**src/rtl/axil_stage_regs_if.sv**
```systemverilog
// AXI4-Lite bus bundle for the stage register block.
// The master drives requests and the slave drives readys and responses.
interface axil_stage_regs_if #(
  parameter int unsigned ADDR_WIDTH = 32
);
  logic                  awvalid;
  logic                  awready;
  logic [ADDR_WIDTH-1:0] awaddr;
  logic                  wvalid;
  logic                  wready;
  logic [31:0]           wdata;
  logic                  bvalid;
  logic                  bready;
  logic [1:0]            bresp;
  logic                  arvalid;
  logic                  arready;
  logic [ADDR_WIDTH-1:0] araddr;
  logic                  rvalid;
  logic                  rready;
  logic [31:0]           rdata;
  logic [1:0]            rresp;

  modport master (
    output awvalid, awaddr, wvalid, wdata, bready, arvalid, araddr, rready,
    input  awready, wready, bvalid, bresp, arready, rvalid, rdata, rresp
  );

  modport slave (
    input  awvalid, awaddr, wvalid, wdata, bready, arvalid, araddr, rready,
    output awready, wready, bvalid, bresp, arready, rvalid, rdata, rresp
  );
endinterface

```
**src/rtl/axil_stage_regs.sv**
```systemverilog
// AXI4-Lite control/status registers for the packet stages.
// Provides the stage enable, a counter clear, and the packet/error counters.
module axil_stage_regs #(
  parameter int unsigned ADDR_WIDTH = 32,
  parameter logic [31:0] ID_VALUE   = 32'h4D4E5331
) (
  input  logic             axil_aclk,
  input  logic             axil_aresetn,
  axil_stage_regs_if.slave s_axil,
  input  logic             pkt_done,
  input  logic             pkt_err,
  output logic             stage_enable
);

  localparam int unsigned WA = ADDR_WIDTH - 2;

  typedef enum logic [2:0] {
    SEL_ID, SEL_SCRATCH, SEL_CTRL, SEL_PKT, SEL_ERR, SEL_NONE
  } sel_e;

  // Word address in, register select out; any high bit set is a miss.
  function automatic sel_e decode(input logic [WA-1:0] wa);
    sel_e sel;
    sel = SEL_NONE;
    if (wa[WA-1:11] == '0) begin
      case (wa[10:0])
        11'h000: sel = SEL_ID;
        11'h001: sel = SEL_SCRATCH;
        11'h400: sel = SEL_CTRL;
        11'h401: sel = SEL_PKT;
        11'h402: sel = SEL_ERR;
        default: sel = SEL_NONE;
      endcase
    end
    return sel;
  endfunction

  function automatic logic [1:0] wr_resp(input sel_e sel);
    logic [1:0] resp;
    case (sel)
      SEL_SCRATCH, SEL_CTRL: resp = 2'b00;
      SEL_NONE:              resp = 2'b11;
      default:               resp = 2'b10;
    endcase
    return resp;
  endfunction

  logic          ready_en_q;
  logic          aw_held_q, aw_held_d;
  logic [WA-1:0] aw_addr_q, aw_addr_d;
  logic          w_held_q, w_held_d;
  logic [31:0]   w_data_q, w_data_d;
  logic          bvalid_q, bvalid_d;
  logic [1:0]    bresp_q, bresp_d;
  logic          rvalid_q, rvalid_d;
  logic [31:0]   rdata_q, rdata_d;
  logic [1:0]    rresp_q, rresp_d;
  logic [31:0]   scratch_q, scratch_d;
  logic          ctrl_q, ctrl_d;
  logic          clear_cnt;
  logic          commit;
  logic          aw_hs, w_hs, ar_hs;
  logic [1:0]    pulse;
  logic [31:0]   pkt_count, err_count;
  logic          unused_addr_lsbs;

  // Readys stay low in reset and rise on the first edge after release.
  assign s_axil.awready = ready_en_q & ~aw_held_q & ~bvalid_q;
  assign s_axil.wready  = ready_en_q & ~w_held_q & ~bvalid_q;
  assign s_axil.arready = ready_en_q & ~rvalid_q;

  assign aw_hs  = s_axil.awvalid & s_axil.awready;
  assign w_hs   = s_axil.wvalid & s_axil.wready;
  assign ar_hs  = s_axil.arvalid & s_axil.arready;
  assign commit = aw_held_q & w_held_q;

  assign unused_addr_lsbs = ^{s_axil.awaddr[1:0], s_axil.araddr[1:0]};

  always_comb begin
    aw_held_d = aw_held_q;
    aw_addr_d = aw_addr_q;
    w_held_d  = w_held_q;
    w_data_d  = w_data_q;
    bvalid_d  = bvalid_q;
    bresp_d   = bresp_q;
    scratch_d = scratch_q;
    ctrl_d    = ctrl_q;
    clear_cnt = 1'b0;
    if (commit) begin
      aw_held_d = 1'b0;
      w_held_d  = 1'b0;
      case (decode(aw_addr_q))
        SEL_SCRATCH: scratch_d = w_data_q;
        SEL_CTRL: begin
          ctrl_d    = w_data_q[0];
          clear_cnt = w_data_q[1];
        end
        default: ;
      endcase
    end
    if (aw_hs) begin
      aw_held_d = 1'b1;
      aw_addr_d = s_axil.awaddr[ADDR_WIDTH-1:2];
    end
    if (w_hs) begin
      w_held_d = 1'b1;
      w_data_d = s_axil.wdata;
    end
    if (bvalid_q && s_axil.bready) begin
      bvalid_d = 1'b0;
    end
    // The response is raised as soon as the pair completes, ahead of the commit edge.
    if ((aw_hs || w_hs) && aw_held_d && w_held_d) begin
      bvalid_d = 1'b1;
      bresp_d  = wr_resp(decode(aw_addr_d));
    end
  end

  always_comb begin
    rvalid_d = rvalid_q;
    rdata_d  = rdata_q;
    rresp_d  = rresp_q;
    if (rvalid_q && s_axil.rready) begin
      rvalid_d = 1'b0;
    end
    if (ar_hs) begin
      rvalid_d = 1'b1;
      rresp_d  = 2'b00;
      case (decode(s_axil.araddr[ADDR_WIDTH-1:2]))
        SEL_ID:      rdata_d = ID_VALUE;
        SEL_SCRATCH: rdata_d = scratch_q;
        SEL_CTRL:    rdata_d = {31'b0, ctrl_q};
        SEL_PKT:     rdata_d = pkt_count;
        SEL_ERR:     rdata_d = err_count;
        default: begin
          rdata_d = '0;
          rresp_d = 2'b11;
        end
      endcase
    end
  end

  always_ff @(posedge axil_aclk) begin
    if (!axil_aresetn) begin
      ready_en_q <= 1'b0;
      aw_held_q  <= 1'b0;
      aw_addr_q  <= '0;
      w_held_q   <= 1'b0;
      w_data_q   <= '0;
      bvalid_q   <= 1'b0;
      bresp_q    <= 2'b00;
      rvalid_q   <= 1'b0;
      rdata_q    <= '0;
      rresp_q    <= 2'b00;
      scratch_q  <= '0;
      ctrl_q     <= 1'b0;
    end else begin
      ready_en_q <= 1'b1;
      aw_held_q  <= aw_held_d;
      aw_addr_q  <= aw_addr_d;
      w_held_q   <= w_held_d;
      w_data_q   <= w_data_d;
      bvalid_q   <= bvalid_d;
      bresp_q    <= bresp_d;
      rvalid_q   <= rvalid_d;
      rdata_q    <= rdata_d;
      rresp_q    <= rresp_d;
      scratch_q  <= scratch_d;
      ctrl_q     <= ctrl_d;
    end
  end

  // Clear takes priority over a coincident pulse.
  assign pulse = {pkt_err, pkt_done};
  for (genvar gi = 0; gi < 2; gi++) begin : g_cnt
    logic [31:0] cnt_q, cnt_d;
    always_comb begin
      cnt_d = cnt_q;
      if (clear_cnt) begin
        cnt_d = '0;
      end else if (pulse[gi]) begin
        cnt_d = cnt_q + 32'd1;
      end
    end
    always_ff @(posedge axil_aclk) begin
      if (!axil_aresetn) begin
        cnt_q <= '0;
      end else begin
        cnt_q <= cnt_d;
      end
    end
  end

  assign pkt_count = g_cnt[0].cnt_q;
  assign err_count = g_cnt[1].cnt_q;

  assign s_axil.bvalid = bvalid_q;
  assign s_axil.bresp  = bresp_q;
  assign s_axil.rvalid = rvalid_q;
  assign s_axil.rdata  = rdata_q;
  assign s_axil.rresp  = rresp_q;
  assign stage_enable  = ctrl_q;

endmodule

```
**src/flat_wrapper.sv**
```systemverilog
// flat-port wrapper written by rule: the top's interface ports become plain ports
module axil_stage_regs_flat 
#(
  parameter int unsigned ADDR_WIDTH = 32,
  parameter logic [31:0] ID_VALUE   = 32'h4D4E5331
)
  (axil_aclk, axil_aresetn, pkt_done, pkt_err, stage_enable, s_axil_awvalid, s_axil_awaddr, s_axil_wvalid, s_axil_wdata, s_axil_bready, s_axil_arvalid, s_axil_araddr, s_axil_rready, s_axil_awready, s_axil_wready, s_axil_bvalid, s_axil_bresp, s_axil_arready, s_axil_rvalid, s_axil_rdata, s_axil_rresp);
  axil_stage_regs_if #(.ADDR_WIDTH(ADDR_WIDTH)) s_axil_i ();
  input  logic axil_aclk;
  input  logic axil_aresetn;
  input  logic pkt_done;
  input  logic pkt_err;
  output logic stage_enable;
  input wire logic [$bits(s_axil_i.awvalid)-1:0] s_axil_awvalid;
  input wire logic [$bits(s_axil_i.awaddr)-1:0] s_axil_awaddr;
  input wire logic [$bits(s_axil_i.wvalid)-1:0] s_axil_wvalid;
  input wire logic [$bits(s_axil_i.wdata)-1:0] s_axil_wdata;
  input wire logic [$bits(s_axil_i.bready)-1:0] s_axil_bready;
  input wire logic [$bits(s_axil_i.arvalid)-1:0] s_axil_arvalid;
  input wire logic [$bits(s_axil_i.araddr)-1:0] s_axil_araddr;
  input wire logic [$bits(s_axil_i.rready)-1:0] s_axil_rready;
  output wire logic [$bits(s_axil_i.awready)-1:0] s_axil_awready;
  output wire logic [$bits(s_axil_i.wready)-1:0] s_axil_wready;
  output wire logic [$bits(s_axil_i.bvalid)-1:0] s_axil_bvalid;
  output wire logic [$bits(s_axil_i.bresp)-1:0] s_axil_bresp;
  output wire logic [$bits(s_axil_i.arready)-1:0] s_axil_arready;
  output wire logic [$bits(s_axil_i.rvalid)-1:0] s_axil_rvalid;
  output wire logic [$bits(s_axil_i.rdata)-1:0] s_axil_rdata;
  output wire logic [$bits(s_axil_i.rresp)-1:0] s_axil_rresp;
  assign s_axil_i.awvalid = s_axil_awvalid;
  assign s_axil_i.awaddr = s_axil_awaddr;
  assign s_axil_i.wvalid = s_axil_wvalid;
  assign s_axil_i.wdata = s_axil_wdata;
  assign s_axil_i.bready = s_axil_bready;
  assign s_axil_i.arvalid = s_axil_arvalid;
  assign s_axil_i.araddr = s_axil_araddr;
  assign s_axil_i.rready = s_axil_rready;
  assign s_axil_awready = s_axil_i.awready;
  assign s_axil_wready = s_axil_i.wready;
  assign s_axil_bvalid = s_axil_i.bvalid;
  assign s_axil_bresp = s_axil_i.bresp;
  assign s_axil_arready = s_axil_i.arready;
  assign s_axil_rvalid = s_axil_i.rvalid;
  assign s_axil_rdata = s_axil_i.rdata;
  assign s_axil_rresp = s_axil_i.rresp;
  axil_stage_regs #(.ADDR_WIDTH(ADDR_WIDTH), .ID_VALUE(ID_VALUE)) u_core (.axil_aclk(axil_aclk), .axil_aresetn(axil_aresetn), .s_axil(s_axil_i), .pkt_done(pkt_done), .pkt_err(pkt_err), .stage_enable(stage_enable));
endmodule
```
**config.mk**
```make
export PLATFORM = sky130hd
export DESIGN_NAME = axil_stage_regs_flat
export DESIGN_NICKNAME = d
export VERILOG_FILES = /design/src/rtl/axil_stage_regs_if.sv /design/src/rtl/axil_stage_regs.sv /design/src/flat_wrapper.sv
export SDC_FILE = /design/constraint.sdc
export NUM_CORES = 1
export LEC_CHECK = 0
export ABC_AREA = 1
export BUFFER_PORTS_ARGS = -buffer_cell sky130_fd_sc_hd__buf_2
export CAP_MARGIN = 0
export CORE_MARGIN = 4
export CORE_UTILIZATION = 44
export DETAILED_ROUTE_END_ITERATION = 16
export PLACE_DENSITY = 0.76
export SETUP_SLACK_MARGIN = 0.02
export SLEW_MARGIN = 20
export SYNTH_ARGS = -nofsm -noshare
export SYNTH_HDL_FRONTEND = slang
export SYNTH_SLANG_ARGS = --single-unit
```
**constraint.sdc**
```tcl
create_clock -name axil_aclk -period 2.8 [get_ports axil_aclk]
set_input_delay 0.42 -clock axil_aclk [delete_from_list [all_inputs] [get_ports axil_aclk]]
set_output_delay 0.42 -clock axil_aclk [all_outputs]
set_load 0.05 [all_outputs]
```
==> reports/qor.csv <==
metric;value;unit
worst_slack;0.766;ns
wl_per_cell;13.5;um
p_sw_share;25.0;%
num_rows;52;
grt_usage;19.5;%
yosysSeqAreaShare;43.2;%
max_freq;0.492;GHz
critical_path_arrival;2.34;ns
async_flop_share;0;%
overflow;0;
h-tree-depth;4;
setup-violations-final;0;
fin_tns_setup;0;ns
layout_common_cells;nor2_1, nand2_1, dfxtp_1;
n_antenna_cell;0;
vias;8689;
status;complete, no violations;
syn2layout_area_growth;16.9;%
syn_area_per_cell;6.90;um^2
grt_pass1_vias;7998;
insertion_delay;0.44;ns
fill_cells;1997;
synthCells;1337;
cellPowerDensity;567;mW/mm^2
max-slew-margin-rel;62.7;%
start_util;45.2;%
drv_cap;0;
leakagePower;4.63;nW
clkPwrFrac;42.9;%
min_path_type;in -> reg;
cts_max_path_buffers;2;
route.detailed.drc;0;
power.internal;4.59;mW
ant_nets;0;
finalHoldViolations;0;
min_period;2.03;ns
yosys.area.top_type_share;43.2;%
tightest_slew;0.554;ns
gp_congestion;0.932;
postLayoutCoreUtil;52.8;%
layout.nets;1560;
pwr-share-seq;48.3;%
die_w;153;um
cts_root_buf;clkbuf_16;
layout-drive-gt1-share;15.3;%
yosysWarnings;0;
comb_power_share;8.8;%
multi_input_comb_area;0.00455;mm^2
tritoncts;yes;
crit_path_start_kind;register;
worstSetupEndpointType;register;
synth_edf_count;0;
io_pins;147;
slew_viol_final;0;
worstSetupPathType;reg -> reg;
hpwlAfterDp;17400;um
grt_setup_unrepaired;false;
postRouteWirelength;23400;um
via_per_inst;5.01;
drt-initial-drc-count;608;
cts_hold_buf;0;
grt_start_max_net_pins;65;
final-seq-area;0.00398;mm^2
die-height;153;um
antenna_found_initial;0;
yosysUniqueCellTypes;36;
synth-main-ff-cell;dfxtp_1;
cts.sink_count;199;
synth.cell_area;0.00923;mm^2
synthTopCellsByArea;dfxtp_1, nand2_1, nor2_1;
portBuffers;142;
yosysTopAreaCell;dfxtp_1;
r2r_slack;0.77;ns
switching_power;1.53;mW
peakVddDrop;0.469;mV
cts.clk_slew.worst_paths;0.08;ns
grt_pass1_wl;38300;um
fin_crit_sh;72.7;%
cts_setup_buffers;0;
dieArea;0.0234;mm^2
final.setup_skew;0.0122;ns
ys_ff_latch;199;
pre_cts_slack;0.473;ns
path_max_fanout;64;
fp.coreArea;0.0204;mm^2
required;3.11;ns
numCtsBuffers;17;
dr.pass1.iters;5;
cts_resized;0;
synth.net_count;1444;
metrics by stage:
step                area (um^2)  instances  power (mW)  hold WS, ns
finish                    10800       1736        6.12        0.232
global route              10800       1736        6.35        0.219
CTS                       10800       1736        6.15        0.223
detailed placement        10200       1704        3.56        0.452
global placement          10200       1704        3.55        0.450
floorplan                  9230       1337        3.38        0.431
critical path, stage by stage (launching register included):
cell and delay (ns):
dfxtp_1 0.32, nor2_1 0.10, nand3_1 0.07, nor4_1 0.26
nand2_1 0.15, inv_1 0.12, nand3_1 0.09, inv_1 0.16
nand4_1 0.14, nand2_2 0.11, buf_12 0.28, nor2_1 0.09
state kept, by name, summed over array words and instances (netlist names), 2 cells and up:
name                 count
u_core.g_cnt.cnt_q      32
u_core.s_axil.rdata     32
u_core.s_axil.bresp      2
u_core.w_data_q         32
u_core.err_count        32
u_core.scratch_q        32
u_core.aw_addr_q        30
power by group through the flow:
stage                     Sequential, mW  Clock, mW  Combinational, mW
final                               2.96       2.62              0.539
after global routing                2.97       2.77              0.613
after CTS                           2.95       2.65              0.542
after detailed placement            3.02          0              0.539
after global placement              3.02          0              0.528
after floorplan                     3.03          0              0.356
synth_stat cells (2+ instances only):
cell and count:
o21ai_1 6, nand4_1 21, nor2_4 4, or2_2 2, nor3_2 7, xnor2_1 24
a21oi_1 46, buf_2 23, nand2_1 288, o2111ai_1 3, clkbuf_1 29, nand2_2 2
buf_6 2, dfxtp_1 199, nor3_1 19, nor4_1 12, inv_2 6, a31oi_1 2
ha_1 2, nor2_8 2, buf_4 3, o21ai_0 86, nand2_4 3, nor2_1 287
xor2_1 33, nor2_2 6, nand3b_1 3, inv_1 109, nand3_1 101
cell families after synthesis:
group | Yosys count | share of synthesized area (%)
and+or+nand+nor | 761 | 35.5
xor gates and xnor gates | 57 | 5.41
buffers and inverters | 174 | 7.67
adders and majority gates | 2 | 0.271
DFF | 199 | 43.2
muxes | 1 | 0.108
AOI/OAI and AO/OA | 143 | 7.90
metal layers:
layer	wire (um)	GRT usage (%)	vias to the layer above	share of wire [%]
li1	-	-	4467	-
met1	10800	26.6	3953	46
met4	167	3.86	0	0.71
met2	10800	31.9	257	46
met5	0	0	-	0
met3	1580	4.61	12	6.7
final timing paths:
check | depth (start not counted) | start | endpoint
worst max-delay path | 11 | u_core.aw_addr_q[26]$_SDFF_PN0_ | u_core.g_cnt[0].cnt_q[9]$_SDFFE_PP0P_
worst min-delay path | 3 | s_axil_wdata[28] | u_core.w_data_q[28]$_SDFFE_PN0P_
worst max register to register | 11 | u_core.aw_addr_q[26]$_SDFF_PN0_ | u_core.g_cnt[0].cnt_q[9]$_SDFFE_PP0P_
worst min register to register | 2 | u_core.s_axil.rdata[16]$_SDFFE_PN0P_ | u_core.s_axil.rdata[16]$_SDFFE_PN0P_
layout make-up:
cell class | instances | area share [%]
Sequential cell | 199 | 36.9
Tap cell | 270 | 3.13
Multi-Input combinational cell | 964 | 42.2
Clock buffer | 19 | 4.20
Timing Repair Buffer | 155 | 7.84
Clock inverter | 13 | 1.69
Inverter | 116 | 4.04
No activity file was read; power rests on OpenSTA's default activity.
